$ cat config.mk
export PLATFORM = sky130hd
export DESIGN_NAME = dmem_apb_master_flat
export DESIGN_NICKNAME = d
export VERILOG_FILES = /design/src/rtl/dmem_pkg.sv /design/src/rtl/dmem_apb_master_if.sv /design/src/rtl/dmem_lane_align.sv /design/src/rtl/dmem_apb_master.sv /design/src/flat_wrapper.sv
export SDC_FILE = /design/constraint.sdc
export NUM_CORES = 1
export LEC_CHECK = 0
export BUFFER_PORTS_ARGS = -buffer_cell sky130_fd_sc_hd__buf_2
export CAP_MARGIN = 10
export CORE_MARGIN = 2
export CORE_UTILIZATION = 25
export DETAILED_ROUTE_END_ITERATION = 10
export PLACE_DENSITY = 0.44
export SLEW_MARGIN = 0
export SYNTH_ARGS = -nofsm -noshare
export SYNTH_HDL_FRONTEND = slang
export SYNTH_SLANG_ARGS = --single-unit
$ cat constraint.sdc
create_clock -name clk -period 3.3 [get_ports clk]
set_input_delay 0.165 -clock clk [delete_from_list [all_inputs] [get_ports clk]]
set_output_delay 0.165 -clock clk [all_outputs]
set_load 0.1 [all_outputs]
$ cat src/rtl/dmem_pkg.sv
// Shared definitions for the data-memory APB master: RV32I load/store
// funct3 encodings and the bus-stage state type.
package dmem_pkg;

   localparam logic [2:0] F3_B  = 3'b000;
   localparam logic [2:0] F3_H  = 3'b001;
   localparam logic [2:0] F3_W  = 3'b010;
   localparam logic [2:0] F3_BU = 3'b100;
   localparam logic [2:0] F3_HU = 3'b101;

   typedef enum logic [2:0] {
      S_IDLE,
      S_SETUP,
      S_ACCESS,
      S_ERR
   } dmem_state_e;

endpackage

$ cat src/rtl/dmem_apb_master_if.sv
// Datapath request/response handshake plus APB data-memory bus, bundled
// for the load/store stage. master = the bus stage, slave = its environment.
interface dmem_apb_master_if #(
   parameter int unsigned ADDR_W = 32
);

   logic              req_valid;
   logic              req_ready;
   logic              req_we;
   logic [2:0]        req_funct3;
   logic [31:0]       req_addr;
   logic [31:0]       req_wdata;
   logic              rsp_valid;
   logic [31:0]       rsp_rdata;
   logic              rsp_err;
   logic [ADDR_W-1:0] paddr;
   logic              psel;
   logic              penable;
   logic              pwrite;
   logic [31:0]       pwdata;
   logic [3:0]        pstrb;
   logic [31:0]       prdata;
   logic              pready;
   logic              pslverr;

   modport master (
      input  req_valid, req_we, req_funct3, req_addr, req_wdata,
      input  prdata, pready, pslverr,
      output req_ready, rsp_valid, rsp_rdata, rsp_err,
      output paddr, psel, penable, pwrite, pwdata, pstrb
   );

   modport slave (
      output req_valid, req_we, req_funct3, req_addr, req_wdata,
      output prdata, pready, pslverr,
      input  req_ready, rsp_valid, rsp_rdata, rsp_err,
      input  paddr, psel, penable, pwrite, pwdata, pstrb
   );

endinterface

$ cat src/rtl/dmem_lane_align.sv
// Byte-lane steering for the load/store stage: store strobes and replicated
// write data, access legality, and load-data extraction with extension.
module dmem_lane_align
   import dmem_pkg::*;
(
   input  logic        we,
   input  logic [2:0]  funct3,
   input  logic [1:0]  addr_lo,
   input  logic [31:0] wdata,
   input  logic [31:0] prdata,
   output logic [3:0]  pstrb,
   output logic [31:0] pwdata,
   output logic        illegal,
   output logic [31:0] rdata
);

   logic [31:0] lane;

   // Decode access size per funct3 into strobes, write lanes, legality and load extension.
   always_comb begin
      pstrb   = '0;
      pwdata  = '0;
      illegal = 1'b0;
      rdata   = '0;
      lane    = prdata >> {addr_lo, 3'b000};
      case (funct3)
         F3_B: begin
            pstrb  = 4'b0001 << addr_lo;
            pwdata = {4{wdata[7:0]}};
            rdata  = {{24{lane[7]}}, lane[7:0]};
         end
         F3_H: begin
            pstrb   = 4'b0011 << addr_lo;
            pwdata  = {2{wdata[15:0]}};
            illegal = addr_lo[0];
            rdata   = {{16{lane[15]}}, lane[15:0]};
         end
         F3_W: begin
            pstrb   = 4'hF;
            pwdata  = wdata;
            illegal = (addr_lo != 2'b00);
            rdata   = lane;
         end
         F3_BU: begin
            illegal = we;
            rdata   = {24'h0, lane[7:0]};
         end
         F3_HU: begin
            illegal = we | addr_lo[0];
            rdata   = {16'h0, lane[15:0]};
         end
         default: illegal = 1'b1;
      endcase
      if (!we) begin
         pstrb = '0;
      end
   end

endmodule

$ cat src/rtl/dmem_apb_master.sv
// Load/store bus stage: accepts one datapath request, runs a single APB
// transfer (or rejects it locally), and returns an aligned, extended result.
module dmem_apb_master
   import dmem_pkg::*;
#(
   parameter int unsigned TIMEOUT = 16,
   parameter int unsigned ADDR_W  = 32
) (
   input  logic                   clk,
   input  logic                   rst_n,
   dmem_apb_master_if.master      bus
);

   localparam int unsigned CNT_W = $clog2(TIMEOUT);

   dmem_state_e       state_q, state_d;
   logic              we_q, we_d;
   logic [2:0]        funct3_q, funct3_d;
   logic [1:0]        addr_lo_q, addr_lo_d;
   logic [CNT_W-1:0]  cnt_q, cnt_d;
   logic              psel_q, psel_d;
   logic              penable_q, penable_d;
   logic              pwrite_q, pwrite_d;
   logic [ADDR_W-1:0] paddr_q, paddr_d;
   logic [31:0]       pwdata_q, pwdata_d;
   logic [3:0]        pstrb_q, pstrb_d;
   logic              rsp_valid_q, rsp_valid_d;
   logic              rsp_err_q, rsp_err_d;
   logic [31:0]       rsp_rdata_q, rsp_rdata_d;

   logic              idle;
   logic              la_we;
   logic [2:0]        la_funct3;
   logic [1:0]        la_addr_lo;
   logic [3:0]        la_pstrb;
   logic [31:0]       la_pwdata;
   logic              la_illegal;
   logic [31:0]       la_rdata;

   assign idle = (state_q == S_IDLE);

   // One lane aligner serves both directions: live request fields while idle
   // (store lanes, legality), latched fields afterwards (load extraction).
   assign la_we      = idle ? bus.req_we         : we_q;
   assign la_funct3  = idle ? bus.req_funct3     : funct3_q;
   assign la_addr_lo = idle ? bus.req_addr[1:0]  : addr_lo_q;

   dmem_lane_align u_lane_align (
      .we      (la_we),
      .funct3  (la_funct3),
      .addr_lo (la_addr_lo),
      .wdata   (bus.req_wdata),
      .prdata  (bus.prdata),
      .pstrb   (la_pstrb),
      .pwdata  (la_pwdata),
      .illegal (la_illegal),
      .rdata   (la_rdata)
   );

   // Next-state and registered-output logic for the IDLE/SETUP/ACCESS/ERR sequence.
   always_comb begin
      state_d     = state_q;
      we_d        = we_q;
      funct3_d    = funct3_q;
      addr_lo_d   = addr_lo_q;
      cnt_d       = cnt_q;
      psel_d      = psel_q;
      penable_d   = penable_q;
      pwrite_d    = pwrite_q;
      paddr_d     = paddr_q;
      pwdata_d    = pwdata_q;
      pstrb_d     = pstrb_q;
      rsp_valid_d = 1'b0;
      rsp_err_d   = 1'b0;
      rsp_rdata_d = '0;
      case (state_q)
         S_IDLE: begin
            cnt_d = '0;
            if (bus.req_valid) begin
               we_d      = bus.req_we;
               funct3_d  = bus.req_funct3;
               addr_lo_d = bus.req_addr[1:0];
               if (la_illegal) begin
                  state_d = S_ERR;
               end else begin
                  state_d  = S_SETUP;
                  psel_d   = 1'b1;
                  pwrite_d = bus.req_we;
                  paddr_d  = {bus.req_addr[ADDR_W-1:2], 2'b00};
                  pwdata_d = la_pwdata;
                  pstrb_d  = la_pstrb;
               end
            end
         end
         S_ERR: begin
            state_d     = S_IDLE;
            rsp_valid_d = 1'b1;
            rsp_err_d   = 1'b1;
         end
         S_SETUP: begin
            state_d   = S_ACCESS;
            penable_d = 1'b1;
         end
         S_ACCESS: begin
            if (bus.pready) begin
               state_d     = S_IDLE;
               psel_d      = 1'b0;
               penable_d   = 1'b0;
               rsp_valid_d = 1'b1;
               rsp_err_d   = bus.pslverr;
               rsp_rdata_d = (!we_q && !bus.pslverr) ? la_rdata : '0;
            end else if (cnt_q == CNT_W'(TIMEOUT - 1)) begin
               state_d     = S_IDLE;
               psel_d      = 1'b0;
               penable_d   = 1'b0;
               rsp_valid_d = 1'b1;
               rsp_err_d   = 1'b1;
            end else begin
               cnt_d = cnt_q + 1'b1;
            end
         end
         default: state_d = S_IDLE;
      endcase
   end

   // State and output registers; reset drops the bus immediately.
   always_ff @(posedge clk or negedge rst_n) begin
      if (!rst_n) begin
         state_q     <= S_IDLE;
         we_q        <= 1'b0;
         funct3_q    <= '0;
         addr_lo_q   <= '0;
         cnt_q       <= '0;
         psel_q      <= 1'b0;
         penable_q   <= 1'b0;
         pwrite_q    <= 1'b0;
         paddr_q     <= '0;
         pwdata_q    <= '0;
         pstrb_q     <= '0;
         rsp_valid_q <= 1'b0;
         rsp_err_q   <= 1'b0;
         rsp_rdata_q <= '0;
      end else begin
         state_q     <= state_d;
         we_q        <= we_d;
         funct3_q    <= funct3_d;
         addr_lo_q   <= addr_lo_d;
         cnt_q       <= cnt_d;
         psel_q      <= psel_d;
         penable_q   <= penable_d;
         pwrite_q    <= pwrite_d;
         paddr_q     <= paddr_d;
         pwdata_q    <= pwdata_d;
         pstrb_q     <= pstrb_d;
         rsp_valid_q <= rsp_valid_d;
         rsp_err_q   <= rsp_err_d;
         rsp_rdata_q <= rsp_rdata_d;
      end
   end

   assign bus.req_ready = idle;
   assign bus.psel      = psel_q;
   assign bus.penable   = penable_q;
   assign bus.pwrite    = pwrite_q;
   assign bus.paddr     = paddr_q;
   assign bus.pwdata    = pwdata_q;
   assign bus.pstrb     = pstrb_q;
   assign bus.rsp_valid = rsp_valid_q;
   assign bus.rsp_err   = rsp_err_q;
   assign bus.rsp_rdata = rsp_rdata_q;

endmodule

$ cat src/flat_wrapper.sv
// flat-port wrapper written by rule: the top's interface ports become plain ports
module dmem_apb_master_flat import dmem_pkg::*;
#(
   parameter int unsigned TIMEOUT = 16,
   parameter int unsigned ADDR_W  = 32
)
  (clk, rst_n, bus_req_valid, bus_req_we, bus_req_funct3, bus_req_addr, bus_req_wdata, bus_prdata, bus_pready, bus_pslverr, bus_req_ready, bus_rsp_valid, bus_rsp_rdata, bus_rsp_err, bus_paddr, bus_psel, bus_penable, bus_pwrite, bus_pwdata, bus_pstrb);
  dmem_apb_master_if #(.ADDR_W(ADDR_W)) bus_i ();
  input  logic clk;
  input  logic rst_n;
  input wire logic [$bits(bus_i.req_valid)-1:0] bus_req_valid;
  input wire logic [$bits(bus_i.req_we)-1:0] bus_req_we;
  input wire logic [$bits(bus_i.req_funct3)-1:0] bus_req_funct3;
  input wire logic [$bits(bus_i.req_addr)-1:0] bus_req_addr;
  input wire logic [$bits(bus_i.req_wdata)-1:0] bus_req_wdata;
  input wire logic [$bits(bus_i.prdata)-1:0] bus_prdata;
  input wire logic [$bits(bus_i.pready)-1:0] bus_pready;
  input wire logic [$bits(bus_i.pslverr)-1:0] bus_pslverr;
  output wire logic [$bits(bus_i.req_ready)-1:0] bus_req_ready;
  output wire logic [$bits(bus_i.rsp_valid)-1:0] bus_rsp_valid;
  output wire logic [$bits(bus_i.rsp_rdata)-1:0] bus_rsp_rdata;
  output wire logic [$bits(bus_i.rsp_err)-1:0] bus_rsp_err;
  output wire logic [$bits(bus_i.paddr)-1:0] bus_paddr;
  output wire logic [$bits(bus_i.psel)-1:0] bus_psel;
  output wire logic [$bits(bus_i.penable)-1:0] bus_penable;
  output wire logic [$bits(bus_i.pwrite)-1:0] bus_pwrite;
  output wire logic [$bits(bus_i.pwdata)-1:0] bus_pwdata;
  output wire logic [$bits(bus_i.pstrb)-1:0] bus_pstrb;
  assign bus_i.req_valid = bus_req_valid;
  assign bus_i.req_we = bus_req_we;
  assign bus_i.req_funct3 = bus_req_funct3;
  assign bus_i.req_addr = bus_req_addr;
  assign bus_i.req_wdata = bus_req_wdata;
  assign bus_i.prdata = bus_prdata;
  assign bus_i.pready = bus_pready;
  assign bus_i.pslverr = bus_pslverr;
  assign bus_req_ready = bus_i.req_ready;
  assign bus_rsp_valid = bus_i.rsp_valid;
  assign bus_rsp_rdata = bus_i.rsp_rdata;
  assign bus_rsp_err = bus_i.rsp_err;
  assign bus_paddr = bus_i.paddr;
  assign bus_psel = bus_i.psel;
  assign bus_penable = bus_i.penable;
  assign bus_pwrite = bus_i.pwrite;
  assign bus_pwdata = bus_i.pwdata;
  assign bus_pstrb = bus_i.pstrb;
  dmem_apb_master #(.TIMEOUT(TIMEOUT), .ADDR_W(ADDR_W)) u_core (.clk(clk), .rst_n(rst_n), .bus(bus_i));
endmodule
==> impl_metrics.env <==
export IMPL_drc=0
export IMPL_yosys_area_top_type="dfrtp_1"
export IMPL_startpoint_type="register"
export IMPL_grt_pass1_vias=5092
export IMPL_startpoint="u_core.state_q[1]"
export IMPL_coreArea_sq_um=21800
export IMPL_synth_top_family_by_area="compound AO/OA/AOI/OAI gates"
export IMPL_grt_pass1_wl_mm=28.6
export IMPL_ys_warn_count=0
export IMPL_clk_pin_slew_worst_paths_ns=0.06
export IMPL_wl_per_cell_microns=17.0
export IMPL_path_delay_family="compound AO/OA/AOI/OAI gates"
export IMPL_first_pass_iters=4
export IMPL_grt_max_degree=104
export IMPL_pre_cts_ws_ns=0.737
export IMPL_cap_violations=0
export IMPL_clk_latency_ns=0.42
export IMPL_cp_max_fo=20
export IMPL_status="finished, final reports clean"
export IMPL_vias=4907
export IMPL_post_cts_repair_setup_buffers=0
export IMPL_gr_usage_all_layers_pct=15.6
export IMPL_diodes=0
export IMPL_boundaryPins=211
export IMPL_drt_total_wl_mm=17.9
export IMPL_die_x_microns=153
export IMPL_cts_sinks=115
export IMPL_ant_nets=0
export IMPL_tns_ns=0
export IMPL_synth_top_cell_area_share_pct=52.0
export IMPL_initial_core_util_pct=25.4
export IMPL_die_h_microns=153
export IMPL_ys_seq_elements=115
export IMPL_viasPerCell=4.64
export IMPL_dieArea_sq_um=23300
export IMPL_synth_cell_types=50
export IMPL_setup_ws_ns=0.731
export IMPL_critPathCaptureType="register"
export IMPL_num_rows=54
export IMPL_period_share_pct=77.9
export IMPL_worstMarginPinSlew_ns=0.798
export IMPL_synth_area_leaders="dfrtp_1 (52%), nand2_1 (6.3%), mux2_2 (4.9%)"
export IMPL_holdCritStartpoint="bus_prdata[31]"
export IMPL_crit_path_cell_trace="inv_1 > ha_1 > buf_4 > mux2i_4 > mux2i_1 > nand2_1 > a31oi_4 > a21oi_1"
export IMPL_dpl_cell_area_sq_um=6880
export IMPL_grt_ovfl_total=0
export IMPL_hp_class="input port to register"
export IMPL_worst_endpoint_arrival_ns=2.85
export IMPL_synth_edff_count=0
export IMPL_synth_compound_area_share_pct=17.6
export IMPL_cp_num_buf_inv=2
export IMPL_synthXorXnorAreaFrac_pct=0.475
export IMPL_drt_iter0_drc=279
export IMPL_avgSynthCellArea_sq_um=10.5
export IMPL_synthToLayoutAreaGrowth_pct=41.4
export IMPL_cp_data_required_time_ns=3.58
export IMPL_synth_top_cells_by_count="dfrtp_1 (115), nand2_1 (93), a21oi_1 (41)"
export IMPL_fin_worst_skew_ns=0.0112
export IMPL_synth_cells=525
export IMPL_path_class="register to register"
export IMPL_portBuffers=208
export IMPL_fillers=2231
export IMPL_yosysSeqAreaShare_pct=52.0
export IMPL_synth_simple_area_share_pct=11.9
export IMPL_drive_gt1_share_pct=38.2
export IMPL_synth_most_common_cell="dfrtp_1"
export IMPL_crit_reg2reg_launch="u_core.state_q[1]"
export IMPL_slew_viol_final=0
export IMPL_cts_root_buf="clkbuf_16"
export IMPL_synth_fa_ha_area_share_pct=1.13
export IMPL_cts_buffers=17
export IMPL_min_period_ns=2.57
export IMPL_synth_ff_type="dfrtp_1"
export IMPL_slew_headroom_pct=46.5
export IMPL_dp_hpwl_mm=13.0
export IMPL_fmax_ghz=0.389
export IMPL_critPathMaxStageDelay_ns=0.47
export IMPL_slowest_stage="a31oi_4"
export IMPL_htree_levels=4
export IMPL_hold_violations=0
export IMPL_cts_max_path_buffers=2
export IMPL_synthArstFlopShare_pct=100
export IMPL_num_nets_final=874
export IMPL_rsz0062_at_grt="false"
export IMPL_antenna_found_initial=0
export IMPL_utilization_pct=35.9
export IMPL_routabilityCongestion=0.855
export IMPL_syn_area_sq_um=5530
export IMPL_finalSetupViolations=0
export IMPL_synth_area_mux_share_pct=12.9
export IMPL_fin_area_sq_um=7820
export IMPL_cts_tree="yes"
==> registers in the layout, indices dropped and copies added (netlist names) <==
| name | flops |
|---|---|
| u_core.bus.pwdata | 32 |
| u_core.bus.rsp_rdata | 32 |
| u_core.bus.paddr | 30 |
| u_core.bus.pstrb | 4 |
| u_core.cnt_q | 4 |
| u_core.funct3_q | 3 |
| u_core.addr_lo_q | 2 |
| u_core.state_q | 2 |
| u_core.bus.penable | 1 |
| u_core.bus.psel | 1 |
| u_core.bus.pwrite | 1 |
| u_core.bus.rsp_err | 1 |
| u_core.bus.rsp_valid | 1 |
| u_core.we_q | 1 |
==> layout by cell type, fill, tap and decap left out, drive strengths merged, types with 3 or more instances in the layout <==
cell type    instances
clkinv               6
o22ai                8
a31oi               12
inv                 15
mux2i               20
ha                   5
o211ai               3
o21ai               35
buf                219
bufinv               3
nor3                 6
a22oi               18
o31ai               11
nand2               93
clkbuf              17
nand2b               5
a21oi               42
dfrtp              115
nor2b                8
mux2                45
a211oi               8
nor2                26
dlygate4sd3         32
==> worst reg2reg max path: stages, from the launching register on <==
cell     delay, ns
dfrtp_1       0.41
inv_1         0.10
ha_1          0.27
buf_4         0.31
mux2i_4       0.32
mux2i_1       0.24
nand2_1       0.16
a31oi_4       0.47
a21oi_1       0.15
==> cells by family (layout without fill, tap and decap cells) <==
family,count (synthesis),in the layout
flip-flops,115,115
multiplexers,65,65
buffers and inverters,42,293
adder cells (fa/ha/maj),5,5
AO/OA/AOI/OAI,146,146
AND/OR/NAND/NOR,148,148
XOR/XNOR,3,3
other,1,2
==> metrics by stage <==
stage               cells  hold WS [ns]
global route         1057       0.00986
global placement      993         0.130
CTS                  1057       0.00619
floorplan             526        -0.131
finish               1057        0.0229
detailed placement    993         0.132
==> path summary, 6_finish.rpt <==
| path | to | slack [ns] | cells after the start |
|---|---|---|---|
| max | u_core.bus.rsp_rdata[20] | 0.73 | 8 |
| min | u_core.bus.rsp_rdata[31] | 0.02 | 3 |
| max reg2reg | u_core.bus.rsp_rdata[20] | 0.73 | 8 |
| min reg2reg | u_core.bus.pstrb[2] | 0.48 | 2 |
| max in group asynchronous | u_core.funct3_q[2] | 2.22 | 3 |
| min in group asynchronous | u_core.bus.paddr[9] | 0.23 | 2 |
==> layer usage <==
metal	vias to the layer above	part of all wire, %	track usage (%)
li1	2342	-	-
met1	2373	46	20.9
met2	164	46	24.3
met3	28	5.4	3.70
met4	0	2.5	6.61
met5	-	0	0
==> what timing repair did <==
action | in CTS | in global routing
setup endpoints to repair | 0 | 0
hold endpoints to repair | 61 | 0
resized for setup | 0 | 0
hold buffers | 32 | 0
==> cell type report <==
class | instances | area, sq um | share of cell area, %
timing repair buffer | 251 | 1470 | 18.8
tap | 280 | 350 | 4.48
inverter | 10 | 37.5 | 0.480
sequential | 115 | 2880 | 36.8
multi-input combinational | 369 | 2460 | 31.5
clock buffer | 17 | 425 | 5.44
clock inverter | 15 | 196 | 2.51
Power is left out: the tool's default activity adds up to more than one toggle a clock period on the data nets, which glitch-free logic cannot reach.
